### config.mk
export PLATFORM = sky130hd
export DESIGN_NAME = alu_seq_ctrl
export DESIGN_NICKNAME = d
export VERILOG_FILES = /design/src/rtl/alu_seq_ctrl_pkg.sv /design/src/rtl/alu_seq_ctrl_cond.sv /design/src/rtl/alu_seq_ctrl.sv
export SDC_FILE = /design/constraint.sdc
export NUM_CORES = 1
export LEC_CHECK = 0
export CAP_MARGIN = 20
export CORE_MARGIN = 1.5
export CORE_UTILIZATION = 39
export DETAILED_ROUTE_END_ITERATION = 8
export HOLD_SLACK_MARGIN = 0.12
export PLACE_DENSITY = 0.66
export REMOVE_ABC_BUFFERS = 1
export SYNTH_ARGS = -nofsm -noshare
export SYNTH_HDL_FRONTEND = slang
export SYNTH_SLANG_ARGS = --single-unit
### constraint.sdc
create_clock -name clk -period 2.2 [get_ports clk]
set_input_delay 0.66 -clock clk [delete_from_list [all_inputs] [get_ports clk]]
set_output_delay 0.66 -clock clk [all_outputs]
set_load 0.01 [all_outputs]
### src/rtl/alu_seq_ctrl_pkg.sv
// Shared encodings for the ALU datapath micro-sequencer.
// Ops, FSM states, status bit positions, writeback conditions, function selects.
package alu_seq_ctrl_pkg;

    localparam logic [1:0] OP_ALU_RR = 2'd0;
    localparam logic [1:0] OP_ALU_RI = 2'd1;
    localparam logic [1:0] OP_LOAD   = 2'd2;
    localparam logic [1:0] OP_STORE  = 2'd3;

    typedef enum logic [2:0] {
        S_IDLE,
        S_EXEC,
        S_WB,
        S_BUS_IN,
        S_BUS_OUT
    } state_t;

    localparam int STAT_Z = 0;
    localparam int STAT_C = 1;
    localparam int STAT_N = 2;
    localparam int STAT_V = 3;

    localparam logic [1:0] COND_ALWAYS = 2'd0;
    localparam logic [1:0] COND_Z      = 2'd1;
    localparam logic [1:0] COND_NZ     = 2'd2;
    localparam logic [1:0] COND_C      = 2'd3;

    localparam logic [4:0] FS_MOVA = 5'h00;
    localparam logic [4:0] FS_INC  = 5'h01;
    localparam logic [4:0] FS_ADD  = 5'h02;
    localparam logic [4:0] FS_SUB  = 5'h05;
    localparam logic [4:0] FS_AND  = 5'h08;
    localparam logic [4:0] FS_OR   = 5'h0A;

endpackage

### src/rtl/alu_seq_ctrl_cond.sv
// Writeback condition evaluation against captured ALU flags.
// Used only when ALU_SEQ_COND_EN is defined.
module alu_seq_ctrl_cond
    import alu_seq_ctrl_pkg::*;
(
    input  logic [3:0] flags,
    input  logic [1:0] cond,
    output logic       pass
);

    logic unused_nv;
    assign unused_nv = flags[STAT_N] ^ flags[STAT_V];

    always_comb begin
        pass = 1'b1;
        unique case (cond)
            COND_ALWAYS: pass = 1'b1;
            COND_Z:      pass = flags[STAT_Z];
            COND_NZ:     pass = !flags[STAT_Z];
            COND_C:      pass = flags[STAT_C];
        endcase
    end

endmodule

### src/rtl/alu_seq_ctrl.sv
// Micro-sequencer driving the register-file/ALU control word.
// Define ALU_SEQ_COND_EN for conditional (flag-qualified) writeback.
module alu_seq_ctrl
    import alu_seq_ctrl_pkg::*;
#(
    parameter int EXEC_CYCLES = 1
) (
    input  logic        clk,
    input  logic        rst,
    input  logic        cmd_valid,
    output logic        cmd_ready,
    input  logic [1:0]  cmd_op,
    input  logic [4:0]  cmd_fs,
    input  logic        cmd_c0,
    input  logic [4:0]  cmd_ra,
    input  logic [4:0]  cmd_rb,
    input  logic [4:0]  cmd_rd,
    input  logic [63:0] cmd_imm,
    input  logic [1:0]  cmd_cond,
    input  logic [3:0]  status,
    output logic [4:0]  addrA,
    output logic [4:0]  addrB,
    output logic [4:0]  addrR,
    output logic [4:0]  fs,
    output logic        c0,
    output logic        s,
    output logic [63:0] k,
    output logic        w,
    output logic        sb,
    output logic        sd,
    output logic        bus_in_req,
    output logic        bus_out_valid,
    output logic [3:0]  flags_q,
    output logic        done,
    output logic        skipped
);

    localparam logic [3:0] LAST = 4'(EXEC_CYCLES - 1);

    state_t      state, nxt;
    logic [3:0]  cnt, cnt_n;
    logic        acc;

    logic [1:0]  op_q;
    logic [4:0]  ra_q, rb_q, rd_q, fsel_q;
    logic        cin_q;
    logic [63:0] imm_q;

    logic [1:0]  op_l;
    logic [4:0]  ra_l, rb_l, rd_l, fsel_l;
    logic        cin_l;
    logic [63:0] imm_l;

    logic [3:0]  flags_d;
    logic        wb_ok;

    logic [4:0]  addrA_d, addrB_d, addrR_d, fs_d;
    logic        c0_d, s_d, w_d, sb_d, sd_d;
    logic [63:0] k_d;
    logic        bin_d, bout_d, ready_d, done_d, skip_d;

    assign acc = cmd_valid && cmd_ready;

    // Flags land on the final EXEC edge, so WB sees this op's status.
    assign flags_d = (state == S_EXEC && cnt == LAST) ? status : flags_q;

`ifdef ALU_SEQ_COND_EN
    logic [1:0] cond_q;

    always_ff @(posedge clk or negedge rst) begin
        if (!rst)     cond_q <= COND_ALWAYS;
        else if (acc) cond_q <= cmd_cond;
    end

    alu_seq_ctrl_cond u_cond (
        .flags (flags_d),
        .cond  (cond_q),
        .pass  (wb_ok)
    );
`else
    logic unused_cond;
    assign unused_cond = ^cmd_cond;
    assign wb_ok = 1'b1;
`endif

    always_comb begin
        op_l   = acc ? cmd_op  : op_q;
        ra_l   = acc ? cmd_ra  : ra_q;
        rb_l   = acc ? cmd_rb  : rb_q;
        rd_l   = acc ? cmd_rd  : rd_q;
        fsel_l = acc ? cmd_fs  : fsel_q;
        cin_l  = acc ? cmd_c0  : cin_q;
        imm_l  = acc ? cmd_imm : imm_q;

        nxt   = state;
        cnt_n = cnt;
        unique case (state)
            S_IDLE: begin
                if (acc) begin
                    cnt_n = 4'd0;
                    unique case (cmd_op)
                        OP_LOAD:  nxt = S_BUS_IN;
                        OP_STORE: nxt = S_BUS_OUT;
                        default:  nxt = S_EXEC;
                    endcase
                end
            end
            S_EXEC: begin
                if (cnt == LAST) nxt = S_WB;
                else             cnt_n = cnt + 4'd1;
            end
            S_WB, S_BUS_IN, S_BUS_OUT: nxt = S_IDLE;
            default: nxt = S_IDLE;
        endcase

        addrA_d = '0;
        addrB_d = '0;
        addrR_d = '0;
        fs_d    = '0;
        c0_d    = 1'b0;
        s_d     = 1'b0;
        k_d     = '0;
        w_d     = 1'b0;
        sb_d    = 1'b0;
        sd_d    = 1'b0;
        bin_d   = 1'b0;
        bout_d  = 1'b0;
        ready_d = (nxt == S_IDLE);
        done_d  = (state == S_WB) || (state == S_BUS_IN) ||
                  (state == S_BUS_OUT);
        skip_d  = (state == S_WB) && !wb_ok;

        // Outputs are precomputed for the state being entered.
        unique case (nxt)
            S_EXEC, S_WB: begin
                addrA_d = ra_l;
                addrB_d = rb_l;
                fs_d    = fsel_l;
                c0_d    = cin_l;
                s_d     = (op_l == OP_ALU_RI);
                k_d     = s_d ? imm_l : '0;
                if (nxt == S_WB) begin
                    addrR_d = rd_l;
                    w_d     = wb_ok;
                    sd_d    = wb_ok;
                end
            end
            S_BUS_IN: begin
                addrR_d = rd_l;
                w_d     = 1'b1;
                bin_d   = 1'b1;
            end
            S_BUS_OUT: begin
                addrB_d = rb_l;
                sb_d    = 1'b1;
                bout_d  = 1'b1;
            end
            default: ;
        endcase
    end

    always_ff @(posedge clk or negedge rst) begin
        if (!rst) begin
            state <= S_IDLE;
            cnt   <= '0;
        end else begin
            state <= nxt;
            cnt   <= cnt_n;
        end
    end

    always_ff @(posedge clk or negedge rst) begin
        if (!rst) begin
            op_q   <= OP_ALU_RR;
            ra_q   <= '0;
            rb_q   <= '0;
            rd_q   <= '0;
            fsel_q <= '0;
            cin_q  <= 1'b0;
            imm_q  <= '0;
        end else if (acc) begin
            op_q   <= cmd_op;
            ra_q   <= cmd_ra;
            rb_q   <= cmd_rb;
            rd_q   <= cmd_rd;
            fsel_q <= cmd_fs;
            cin_q  <= cmd_c0;
            imm_q  <= cmd_imm;
        end
    end

    always_ff @(posedge clk or negedge rst) begin
        if (!rst) begin
            addrA         <= '0;
            addrB         <= '0;
            addrR         <= '0;
            fs            <= '0;
            c0            <= 1'b0;
            s             <= 1'b0;
            k             <= '0;
            w             <= 1'b0;
            sb            <= 1'b0;
            sd            <= 1'b0;
            bus_in_req    <= 1'b0;
            bus_out_valid <= 1'b0;
            flags_q       <= '0;
            cmd_ready     <= 1'b1;
            done          <= 1'b0;
            skipped       <= 1'b0;
        end else begin
            addrA         <= addrA_d;
            addrB         <= addrB_d;
            addrR         <= addrR_d;
            fs            <= fs_d;
            c0            <= c0_d;
            s             <= s_d;
            k             <= k_d;
            w             <= w_d;
            sb            <= sb_d;
            sd            <= sd_d;
            bus_in_req    <= bin_d;
            bus_out_valid <= bout_d;
            flags_q       <= flags_d;
            cmd_ready     <= ready_d;
            done          <= done_d;
            skipped       <= skip_d;
        end
    end

endmodule

### Word level (Yosys, flattened, before mapping)

Cells that the tools add are included.

| storage, ports and cells | value |
|---|---|
| bits in registers | 190 |
| input port bits | 96 |
| output and inout port bits | 98 |

| cells by class | value |
|---|---|
| add/subtract/negate cells | 1 |
| eq/ne operators | 13 |
| mux-type cells | 28 |
| reduce and logical (&&, ||, !) cells | 11 |

Operators with widths:

| cell | number |
|---|---|
| $mux W64 | 3 |
| $mux W5 | 8 |
| $eq A3 B2 Y1 const B | 4 |
| $pmux W3 S2 | 2 |
| $pmux W5 S2 | 1 |
| $mux W4 | 2 |
| $pmux W4 S2 | 1 |
| $mux W1 | 7 |
| $eq A3 B1 Y1 const B | 2 |
| $eq A3 B3 Y1 const B | 2 |
| $logic_not A3 Y1 | 2 |
| $mux W3 | 2 |
| $add A4 B1 Y4 const B | 1 |
| $eq A2 B2 Y1 const B | 2 |
| $logic_not A4 Y1 | 1 |
| $ne A2 B2 Y1 const B | 2 |
| $reduce_and A3 Y1 | 1 |
| $reduce_or A3 Y1 | 1 |
| $eq A2 B1 Y1 const B | 1 |
| $logic_and A1 B1 Y1 | 2 |
| $logic_or A1 B1 Y1 | 2 |
| $mux W2 | 1 |
| $pmux W1 S2 | 1 |
| $reduce_bool A2 Y1 | 1 |
| $reduce_or A2 Y1 | 1 |

### Logic depth before layout (Yosys ltp)

Gate-level depths: netlist of run 1.

| logic depth | value |
|---|---|
| depth after elaboration | 7 |
| gate-level depth with buffers | 6 |
| depth with buffers taken out | 5 |

### Worst setup path after synthesis of run 1

No wires, ideal clock.

| timing path | value |
|---|---|
| path kind | input-to-reg |
| start point | in cmd_valid |
| end point | reg k[34] |
| library setup time | 0.136 ns |
| arrival | 1.581 ns |
| required time | 2.064 ns |
| slack | 0.484 ns |
| stages | 5 |
| cells stage by stage | and3b_1 > o21bai_1 > buf_2 > clkbuf_1 > nor3b_1 |

| on the way | value |
|---|---|
| longest elaborated chain between the ends | 6 |
| elaborated cells on any way between the ends | 11 |

RTL lines:

| element | RTL line | source |
|---|---|---|
| from (decl) | alu_seq_ctrl.sv:10 | `input logic cmd_valid,` |
| $logic_and A1 B1 Y1 * | alu_seq_ctrl.sv:62 | `assign acc = cmd_valid && cmd_ready;` |
| $mux W3 | alu_seq_ctrl.sv:99 | `if (acc) begin` |
| $pmux W3 S2 | alu_seq_ctrl.sv:97 | `unique case (state)` |
| $eq A3 B2 Y1 or $eq A3 B1 Y1 (tied branches) | alu_seq_ctrl.sv:134 | `unique case (nxt)` |
| $reduce_or A2 Y1 | alu_seq_ctrl.sv:134 |  |
| $mux W64 * | alu_seq_ctrl.sv:134 |  |
| named net k_d[34] | alu_seq_ctrl.sv:59 | `logic [63:0] k_d;` |
| to (signal assigned) | alu_seq_ctrl.sv:217 | `k <= k_d;` |
| to (decl) | alu_seq_ctrl.sv:27 | `output logic [63:0] k,` |

The timed path passes the listed nets; every way through them passes the cells marked *.
A chain may end at the register's enable or synchronous reset.

### Worst setup path in the final report of run 1

| timing path | value |
|---|---|
| start point | reg k[23] |
| end point | out k[23] |

No word-level cell between the ends.

==> results of run 1 <==
kinds of logic (layout without fill, tap and decap cells):
| group | after synthesis | count (layout) | share of synthesized area, % |
|---|---|---|---|
| simple gates | 120 | 120 | 11.59 |
| mux | 85 | 85 | 13.84 |
| fa+ha+maj | 2 | 2 | 0.3617 |
| compound gates | 32 | 32 | 2.876 |
| buf+inv | 40 | 246 | 2.532 |
| flops | 190 | 190 | 68.75 |
| other cells | 1 | 1 | 0.05421 |
layout by cell type, fill, tap and decap left out, types with 2 or more instances in the layout:
cell,count
nand2_1,8
o21ai_0,9
clkbuf_16,17
buf_4,10
or3_1,2
or2_2,6
nand3_1,6
bufinv_16,2
buf_12,9
clkinvlp_4,2
mux2_2,85
inv_1,7
and3_1,5
nand2b_1,2
nor2_1,4
clkbuf_1,5
ha_1,2
nor3_1,2
o22ai_1,2
dfrtp_1,189
a21boi_0,10
nor2b_1,12
nor3b_1,66
a21oi_1,7
clkdlybuf4s50_1,188
how the worst max path moves through the flow:
| stage | start | depth (start not counted) | to |
|---|---|---|---|
| after floorplan | cmd_ready | 3 | k[62] |
| after global placement | cmd_valid | 5 | addrR[3] |
| after detailed placement | cmd_valid | 5 | addrR[2] |
| after CTS | k[23] | 1 | k[23] |
| after global routing | state[0] | 3 | flags_q[3] |
| final | k[23] | 1 | k[23] |
per-layer routing:
| metal | global-route usage, % | vias up | wire [um] |
|---|---|---|---|
| met3 | 6.115 | 22 | 1071 |
| met5 | 0 | - | 0 |
| met2 | 28.20 | 134 | 7371 |
| met4 | 6.560 | 0 | 329 |
| li1 | - | 1993 | - |
| met1 | 19.86 | 2162 | 5991 |
power groups by stage:
stage	clock network, uW	registers [uW]	logic [uW]
after floorplan	0	5130	1820
after global placement	0	4970	3660
after detailed placement	0	5020	3770
after CTS	2980	4960	3780
after global routing	3130	5070	4050
final	2880	4940	3710
what timing repair did:
action	4_1_cts	5_1_grt
setup endpoints to repair	1	0
hold buffers	1	0
resized for setup	1	0
endpoints found under the hold margin	16	0
final cells by class:
type | count | area (um2) | area share (%)
Clock buffer | 23 | 457.9 | 4.674
Clock inverter | 6 | 88.84 | 0.9067
Inverter | 7 | 26.28 | 0.2682
Multi-Input combinational cell | 240 | 2021 | 20.62
Sequential cell | 190 | 4756 | 48.54
Tap cell | 225 | 281.5 | 2.873
Timing Repair Buffer | 210 | 2167 | 22.12
flip-flops by register name, indices dropped and copies added, names as in the netlist:
register	count
k	64
ra_q	5
sd	1
addrA	5
rd_q	5
addrB	5
fsel_q	5
bus_in_req	1
c0	1
addrR	5
bus_out_valid	1
rb_q	5
cmd_ready	1
cin_q	1
done	1
fs	5
state	3
cnt	4
w	1
imm_q	64
s	1
flags_q	4
op_q	2
per-stage QoR:
stage                     area [um2]  setup TNS [ns]  hold WS [ns]  cells  setup slack (ns)
final                           9798               0        0.4874    901            0.2246
after global routing            9798               0        0.4983    901            0.1455
after CTS                       9798               0        0.4903    901            0.1859
after detailed placement        9243          -12.43        0.4764    871           -0.1939
after global placement          9243          -7.842        0.4721    871           -0.1242
after floorplan                 6769         -288.93        0.3644    437            -3.258
==> qor.yml, run 1 <==
final_layout:
  n_fill_cell: 1447
  drive_gt1_share_pct: 20.56
  final_util_pct: 56.65
  fin_nets: 764
  diodes: 0
  area_growth_pct: 41.64
cts:
  cts_setup_buffers: 0
  cts_max_path_buffers: 2
  ctsRootBufferMaster: "clkbuf_16"
  clkTransAtPathRegs_ns: 0.06
  clock_latency_ns: 0.42
  numCtsBuffers: 17
  cts.sinks: 190
  cts_tree: "built"
  htree_num_levels: 4
global_route:
  grt_pass1_wl_mm: 23.97
  grt_max_degree: 88
  grt_pass1_vias: 4784
  grt_overflow: 0
  track_usage_pct: 16.88
  grt_antenna_before_repair: 0
routing:
  finalWirelength_mm: 14.76
  vias: 4311
  dr.first_iter.drc_count: 167
  final_antenna_net_count: 0
  routed_via_density: 4.785
  routedWlPerCell_um: 16.39
  first_pass_iters: 4
  drc_errors: 0
status:
  status: "complete, no violations"
setup_path:
  r2r_cells: 3
  worstReg2RegEnd: "flags_q[3]"
  r2r_slack_ns: 0.33
  start_kind: "flop"
  r2r_start: "state[0]"
  crit_chain: "clkdlybuf4s50_1"
  cp_slowest_stage_delay_ns: 0.56
  crit_type: "flop to output port"
  cp_max_fo: 1
  cp_top_family: "buffers and inverters"
  critPathCaptureType: "output port"
  worst_path_max_delay_cell: "clkdlybuf4s50_1"
  path_buf_inv: 1
  crit_arrival_ns: 1.32
  worstPathRequired_ns: 1.54
synth:
  netlist_top_cells_count: "dfrtp_1 (189), mux2_2 (85), nor3b_1 (66), clkbuf_1 (12), nor2b_1 (12)"
  synth_edf_count: 0
  synth_area_leaders: "dfrtp_1 (68%), mux2_2 (14%), nor3b_1 (7.2%)"
  ys_types: 35
  yosysMostFrequentCell: "dfrtp_1"
  ys_warn_count: 0
  async_flop_share_pct: 100.0
  synthCells: 470
  synth.top_cell.area_share_pct: 68.37
  seq_area_frac_synth_pct: 68.75
  synth-seq-cells: 190
  avgSynthCellArea_um2: 14.72
  synth_ff_type: "dfrtp_1"
  netlist_area_mm2: 0.006918
  yosysTopAreaCell: "dfrtp_1"
pwr:
  p_int_uw: 8367
  ir_drop_mv: 0.5482
  power_frac_comb_pct: 32.2
  p_per_area_mw_per_mm2: 1178
  total_power_uw: 11540
  clock_power_share_pct: 25.0
  leakage_uw: 0.004183
  switching_share_pct: 27.48
  power.share.sequential_pct: 42.8
  p_switching_uw: 3171
worst_hold_path:
  hold_class: "flop to flop"
  hold_end: "imm_q[17]"
  min_delay_path_depth: 1
  worst_hold_startpoint: "imm_q[17]"
sta:
  finalHoldViolCount: 0
  rsz0062_at_grt: "no"
  period_share_pct: 89.79
  setup_viol: 0
  finalMaxSlewViolations: 0
  fin_crit_ns: 1.975
  skew_ns: 0.005254
  fmax_mhz: 506.2
placed_design:
  hpwl_mm: 10.06
  io_buffer_count: 190
  gp_congestion: 0.7562
run:
  maxCapViolCount: 0
floorplan:
  num_io_pins: 194
  start_util_pct: 40.00
  core_area_mm2: 0.01730
  row_count: 48
  die_h_um: 136.2
  die_w_um: 136.2
  dieArea_mm2: 0.01855
Power figures use the tool's default switching activity.
==> run 2, diff against run 1 <==
- HOLD_SLACK_MARGIN: 0.12 -> default
==> run 2 against run 1 <==
Worst hold slack worse by 0.42 ns. Highest routed layer unchanged. Clock skew is essentially flat. Combinational power about the same. Setup slack lost 0.00066 ns. Utilization shrank 0.058 points. Sequential power about the same. Die area unchanged. Via count up 0.12%. Routed wire length shrank 0.14%. Total power is essentially flat. Register-to-register slack about the same. Critical endpoint unchanged. Cell area decreased by 0.10%.
==> qor.yml, run 2 (synthesized netlist as in run 1, its figures left out) <==
status:
  status: "complete, no violations"
sta:
  rsz0062_at_grt: "no"
  fin_crit_ns: 1.976
  skew_ns: 0.004872
  fin_tns_setup_ns: 0
  finalHoldViolCount: 0
  period_share_pct: 89.82
  fmax_mhz: 506.1
  finalMaxSlewViolations: 0
  setup_viol: 0
floorplan:
  num_io_pins: 194
  dieArea_mm2: 0.01855
  die_h_um: 136.2
  start_util_pct: 40.00
  row_count: 48
  die_w_um: 136.2
  core_area_mm2: 0.01730
global_route:
  gr-usage-met3_pct: 6.115
  use_met1_pct: 19.86
  grtUsageMet2_pct: 28.20
  grt_max_degree: 88
  grt_antenna_before_repair: 0
  grt_pass1_vias: 4778
  grt_overflow: 0
  grt_pass1_wl_mm: 23.97
  top_usage_layer: "met2"
  track_usage_pct: 16.88
pwr:
  p_per_area_mw_per_mm2: 1179
  leakage_uw: 0.004179
  ir_drop_mv: 0.5483
  total_power_uw: 11540
cts:
  ctsRootBufferMaster: "clkbuf_16"
  numCtsBuffers: 17
  clock_latency_ns: 0.42
  hold_buffers: 0
  cts_tree: "built"
  htree_num_levels: 4
  clkTransAtPathRegs_ns: 0.06
  cts.sinks: 190
  cts_max_path_buffers: 2
  cts_setup_buffers: 0
setup_path:
  startpoint: "k[23]"
  crit_type: "flop to output port"
  crit_arrival_ns: 1.32
  cp_top_family: "buffers and inverters"
  start_kind: "flop"
  crit_chain: "clkdlybuf4s50_1"
  worst_path_max_delay_cell: "clkdlybuf4s50_1"
  cp_max_fo: 1
  worstPathRequired_ns: 1.54
  cp_slowest_stage_delay_ns: 0.56
  r2r_slack_ns: 0.33
  path_buf_inv: 1
  r2r_start: "state[0]"
  r2r_cells: 3
  worstReg2RegEnd: "flags_q[3]"
  critPathCaptureType: "output port"
placed_design:
  io_buffer_count: 190
  gp_congestion: 0.7562
  hpwl_mm: 10.06
routing:
  dr.first_iter.drc_count: 171
  routedWlPerCell_um: 16.38
  final_antenna_net_count: 0
  first_pass_iters: 6
  vias: 4316
  finalWirelength_mm: 14.74
  routed_via_density: 4.796
  drc_errors: 0
final_layout:
  layout_commonest_cell: "dfrtp_1"
  top_regs: "imm_q: 64 flops, k: 64 flops"
  area_growth_pct: 41.49
  diodes: 0
  n_fill_cell: 1448
  mostFrequentLayoutCells: "dfrtp_1 (189), clkdlybuf4s50_1 (188), mux2_2 (85), nor3b_1 (66), clkbuf_16 (17)"
  drive_gt1_share_pct: 20.59
  fin_nets: 763
run:
  maxCapViolCount: 0
worst_hold_path:
  hold_class: "input port to asynchronous set/reset pin"
run 2: changes by cell type in the layout (fill, tap and decap cells not counted):
| cell | previous run | this run |
|---|---|---|
| dlygate4sd3_1 | 1 | 0 |
run 2: cell type report:
| class | instances | area (um2) | area share [%] |
|---|---|---|---|
| clock inverter | 6 | 88.84 | 0.9076 |
| clock buffer | 23 | 457.9 | 4.679 |
| tap | 225 | 281.5 | 2.876 |
| inverter | 7 | 26.28 | 0.2684 |
| sequential | 190 | 4756 | 48.59 |
| multi-input combinational | 240 | 2021 | 20.64 |
| timing repair buffer | 209 | 2157 | 22.04 |
run 2: per-stage QoR:
step | utilization [%] | instances | hold WS, ns | cell area [um2] | worst slack [ns]
2_1_floorplan | - | 437 | 0.3644 | 6769 | -3.258
3_3_place_gp | 53.44 | 871 | 0.4721 | 9243 | -0.1242
3_5_place_dp | 53.44 | 871 | 0.4764 | 9243 | -0.1939
4_1_cts | 56.59 | 900 | 0.05518 | 9788 | 0.1859
5_1_grt | 56.59 | 900 | 0.05340 | 9788 | 0.1455
6_report | 56.59 | 900 | 0.07209 | 9788 | 0.2240
run 2: power breakdown:
part | internal, uW | leakage, uW | total (uW) | switching [uW]
clock | 1690 | 0.000259 | 2890 | 1200
combinational | 2060 | 0.00150 | 3710 | 1650
sequential | 4620 | 0.00242 | 4940 | 326
run 2: what timing repair did:
item / in CTS / in global routing
endpoints found under the setup margin: 1 / 0
endpoints found under the hold margin: 0 / 0
resized for setup: 1 / 0
run 2: worst max path at each step:
| stage | depth (start not counted) | to | slack (ns) |
|---|---|---|---|
| after floorplan | 3 | k[62] | -3.26 |
| after global placement | 5 | addrR[3] | -0.12 |
| after detailed placement | 5 | addrR[2] | -0.19 |
| after CTS | 1 | k[23] | 0.19 |
| after global routing | 3 | flags_q[3] | 0.15 |
| final | 1 | k[23] | 0.22 |
run 2: routing by layer:
layer / part of all wire (%) / vias up
met1: 41 / 2176
li1: - / 1991
met3: 7.0 / 21
met4: 2.2 / 0
met2: 50 / 128
met5: 0 / -
